[config.mk]
export PLATFORM = sky130hd
export DESIGN_NAME = fetch_stage_ctrl
export DESIGN_NICKNAME = d
export VERILOG_FILES = /design/src/rtl/fetch_stage_ctrl.sv
export SDC_FILE = /design/constraint.sdc
export NUM_CORES = 1
export LEC_CHECK = 0
export CAP_MARGIN = 30
export CORE_ASPECT_RATIO = 2
export CORE_MARGIN = 2
export CORE_UTILIZATION = 24
export DETAILED_ROUTE_END_ITERATION = 8
export PLACE_DENSITY = 0.59
export RECOVER_POWER = 25
export SYNTH_ARGS = -nofsm -noshare
export SYNTH_HDL_FRONTEND = slang
export SYNTH_SLANG_ARGS = --single-unit
[constraint.sdc]
create_clock -name clk -period 5.4 [get_ports clk]
set_input_delay 1.08 -clock clk [delete_from_list [all_inputs] [get_ports clk]]
set_output_delay 1.08 -clock clk [all_outputs]
set_load 0.01 [all_outputs]
[src/rtl/fetch_stage_ctrl.sv]
// fetch_stage_ctrl: PC register, imem fetch handshake and IF/ID register.
// Optional stall/redirect counters are built when FETCH_PERF_EN is defined.
module fetch_stage_ctrl #(
   parameter logic [31:0] RESET_PC = 32'h0000_0000,
   parameter logic [31:0] NOP_WORD = 32'h0000_0000
) (
   input  logic        clk,
   input  logic        rst,
   input  logic [2:0]  pc_src,
   input  logic [31:0] jump_target,
   input  logic [31:0] branch_target,
   input  logic        if_id_stall,
   input  logic        if_id_flush,
   output logic [31:0] imem_addr,
   input  logic [31:0] imem_rdata,
   input  logic        imem_ready,
   output logic [31:0] if_id_instr,
   output logic [31:0] if_id_pc4,
   output logic        if_id_valid,
   output logic [31:0] stall_cnt,
   output logic [31:0] redirect_cnt
);

   typedef enum logic {
      RUN,
      WAIT_REDIR
   } state_e;

   state_e      state_q, state_d;
   logic [31:0] pc_q, pc_d;
   logic [31:0] tgt_q, tgt_d;
   logic [31:0] instr_q, instr_d;
   logic [31:0] pc4_q, pc4_d;
   logic        valid_q, valid_d;

   logic        redir;
   logic [31:0] redir_tgt;
   logic [31:0] pc_plus4;
   logic        accept;
   logic        hold;
   logic        load;

   assign pc_plus4 = pc_q + 32'd4;

   // Reserved pc_src encodings fall through to sequential fetch.
   always_comb begin
      redir     = 1'b0;
      redir_tgt = jump_target;
      unique case (pc_src)
         3'b001: begin
            redir     = 1'b1;
            redir_tgt = jump_target;
         end
         3'b010: begin
            redir     = 1'b1;
            redir_tgt = branch_target;
         end
         default: begin
            redir     = 1'b0;
            redir_tgt = jump_target;
         end
      endcase
   end

   always_comb begin
      state_d = state_q;
      pc_d    = pc_q;
      tgt_d   = tgt_q;
      accept  = 1'b0;
      hold    = 1'b0;
      load    = 1'b0;
      unique case (state_q)
         RUN: begin
            if (redir) begin
               accept = 1'b1;
               if (imem_ready) begin
                  pc_d = redir_tgt;
               end else begin
                  // Address must stay put until imem completes.
                  tgt_d   = redir_tgt;
                  state_d = WAIT_REDIR;
               end
            end else if (if_id_stall) begin
               hold = !if_id_flush;
            end else if (imem_ready) begin
               pc_d = pc_plus4;
               load = !if_id_flush;
            end
         end
         WAIT_REDIR: begin
            if (imem_ready) begin
               pc_d    = redir ? redir_tgt : tgt_q;
               state_d = RUN;
            end else if (redir) begin
               tgt_d = redir_tgt;
            end
         end
         default: begin
            state_d = RUN;
         end
      endcase
   end

   always_comb begin
      instr_d = NOP_WORD;
      pc4_d   = 32'h0;
      valid_d = 1'b0;
      if (hold) begin
         instr_d = instr_q;
         pc4_d   = pc4_q;
         valid_d = valid_q;
      end else if (load) begin
         instr_d = imem_rdata;
         pc4_d   = pc_plus4;
         valid_d = 1'b1;
      end
   end

   always_ff @(posedge clk) begin
      if (rst) begin
         state_q <= RUN;
         pc_q    <= RESET_PC;
         tgt_q   <= 32'h0;
         instr_q <= NOP_WORD;
         pc4_q   <= 32'h0;
         valid_q <= 1'b0;
      end else begin
         state_q <= state_d;
         pc_q    <= pc_d;
         tgt_q   <= tgt_d;
         instr_q <= instr_d;
         pc4_q   <= pc4_d;
         valid_q <= valid_d;
      end
   end

   assign imem_addr   = pc_q;
   assign if_id_instr = instr_q;
   assign if_id_pc4   = pc4_q;
   assign if_id_valid = valid_q;

`ifdef FETCH_PERF_EN
   logic [31:0] stall_cnt_q;
   logic [31:0] redir_cnt_q;

   always_ff @(posedge clk) begin
      if (rst) begin
         stall_cnt_q <= 32'h0;
         redir_cnt_q <= 32'h0;
      end else begin
         if (if_id_stall && (stall_cnt_q != 32'hFFFF_FFFF)) begin
            stall_cnt_q <= stall_cnt_q + 32'd1;
         end
         if (accept && (redir_cnt_q != 32'hFFFF_FFFF)) begin
            redir_cnt_q <= redir_cnt_q + 32'd1;
         end
      end
   end

   assign stall_cnt    = stall_cnt_q;
   assign redirect_cnt = redir_cnt_q;
`else
   logic unused_accept;

   assign unused_accept = accept;
   assign stall_cnt     = 32'h0;
   assign redirect_cnt  = 32'h0;
`endif

endmodule

==> metrics.txt <==
final WL=between 20 and 25 mm; area delta synth->final=39.5%; endpoints failing hold=0; Leakage=3.50 nW; # DRC=0; syn avg cell area=8.53 sq um; #FFs+latches synth=130; Max Fanout on Critical Path=49; Post-DP HPWL=17.4 mm; worst reg2reg startpoint=imem_addr[2]; FF-to-FF path depth=6; starting density of the core=0.243; top-area cell type share of the netlist area=0.381; first-pass GRT wire length=approximately 35 mm; CTS Buf Count=17; worst skew pair latency=about 0.43 ns; Max Fclk=just over 300 MHz; I/O pins=265; crit path from=imem_ready; TritonRoute pass-1 iters=5; fin util=0.340; Clk pwr share=0.468; top cell type by total area after synthesis=dfxtp_1; endpoints failing setup=0; Setup Fix Bufs, Post-CTS=0; Core Rows=87; maxcap violations=0; clock period minus worst slack=between 3 and 4 ns; wire per inst=about 17 microns; Global Route Usage Sum=0.154; fin nets=approximately 1100; routability cong.=0.863; largest net degree at the start of global routing=83; worst hold margin=0.444 ns; worst slew pin tran=1.02 ns; CTS Hold Bufs=0; post-synth cell types=62; Cell Pwr Density=between 200 and 300 nW/um^2; HP Start=if_id_pc4[25]; GR Overflow Total=0; Psw=0.728 mW; Die Height=243 microns; sw frac=0.265; Mapped Area=6840 sq um; Total Die Area=29900 sq um; antenna cell count=0; CP Capture Type=flip-flop; EDFF count, synth=0; slew margin rel.=0.322; proportion of layout cells with a drive suffix above 1=0.0813; Clock Sinks=130; Root Buffer=clkbuf_16; Critical Path RT=5.77 ns; Post-Synthesis Cells=802; period utilization=0.597; hold path depth=2; Buffers on Ports=200; Core ar.=28100 sq um; drt via density=4.72; Startpoint Class=primary input; DRT iter0 DRCs=326; Worst-path clk slew=0.06 ns; Ys Warns=0; clk buf depth=2; main flop type after synthesis=dfxtp_1; Reg power frac=0.381; DR vias=~6300; Area contributors post-synth=dfxtp_1 (38%), buf_4 (7.2%), nor2_1 (6.0%); status=finished clean; H-Tree Depth=4; R2R Setup Slk=2.78 ns; initial antenna violation count=0; RSZ-0062 raised after global routing=no; most frequent cell after synthesis=dfxtp_1; VDD IR-drop max=215 uV; CTS tree=done; Routed Antenna Nets=0; Crit Path Class=primary input to flip-flop; FF-to-FF End=if_id_pc4[18]; vias in the first global route=roughly 6100; async set or reset register ratio after synthesis=0; combinational share of power=0.151; Worst Hold Path EP=if_id_pc4[25]; Worst Path Arrival=3.60 ns; fin. max-slew vios=0; DIE WIDTH=123 microns; internal power=slightly above 2 mW; post_cts resized=0; top cells by count, synth=dfxtp_1 (130), nor2_1 (109), buf_4 (66); Setup Skew=roughly 0.010 ns; Hold Path Class=flip-flop to flip-flop; setup tns final=0 ns; sequential share of the synthesized area=0.381
-- cells in the final DEF (no fill, tap or decap), types with 33 or more instances in the layout --
cell / n
a211oi_1: 35
a22oi_1: 50
clkdlybuf4s50_1: 143
conb_1: 64
dfxtp_1: 130
dlygate4sd3_1: 56
mux2i_1: 36
nand2_1: 50
nor2_1: 108
o21ai_0: 33
-- cells by family after synthesis --
| logic type | share of synthesized area |
|---|---|
| simple gates | 0.182 |
| compound gates | 0.215 |
| buf+inv | 0.117 |
| flops | 0.381 |
| mux | 0.0675 |
| xor+xnor | 0.0357 |
| fa+ha+maj | 0.00183 |
| other cells | 0.000548 |
-- through the flow --
stage	setup slack, ns	total power, mW	instance area [sq um]	cells
2_1_floorplan	2.80	1.32	7070	865
5_1_grt	1.94	2.86	9540	1340
3_3_place_gp	1.78	1.48	8880	1308
3_5_place_dp	1.73	1.49	8880	1308
6_report	2.18	2.75	9540	1340
4_1_cts	2.17	2.78	9540	1340
-- worst max-delay path, stage by stage --
cell	delay [ns]
clkdlybuf4s50_1	0.98
inv_1	0.36
nor4_4	0.35
buf_4	0.52
a22oi_1	0.15
nor2_1	0.12
-- routing by layer --
metal,up-vias,routed length (microns),GRT usage
li1,3102,-,-
met1,2934,8420,0.158
met2,251,12300,0.280
met3,44,1280,0.0350
met4,0,1050,0.0832
met5,-,0,0
-- power by group through the flow --
stage	combinational, mW	sequential (mW)	clock (mW)
2_1_floorplan	0.254	1.06	0
4_1_cts	0.420	1.05	1.31
3_5_place_dp	0.419	1.07	0
6_report	0.416	1.05	1.29
5_1_grt	0.455	1.05	1.36
3_3_place_gp	0.416	1.07	0
-- sequential cells by signal (all words and copies together) (netlist names) --
signal / flops
if_id_pc4: 32
state_q: 1
if_id_instr: 32
imem_addr: 32
if_id_valid: 1
tgt_q: 32
-- area by class of cell --
class | instances | area [sq um]
Fill cell | 2967 | 18500
Multi-Input combinational cell | 598 | 3710
Sequential cell | 130 | 2600
Timing Repair Buffer | 210 | 2070
Tap cell | 356 | 445
Clock buffer | 19 | 443
Clock inverter | 13 | 209
Inverter | 14 | 52.6
-- how the worst max path moves through the flow --
stage	endpoint
3_5_place_dp	if_id_instr[5]
4_1_cts	tgt_q[3]
2_1_floorplan	imem_addr[22]
3_3_place_gp	if_id_instr[25]
5_1_grt	if_id_instr[19]
6_report	if_id_instr[5]
Power figures use the tool's default switching activity.
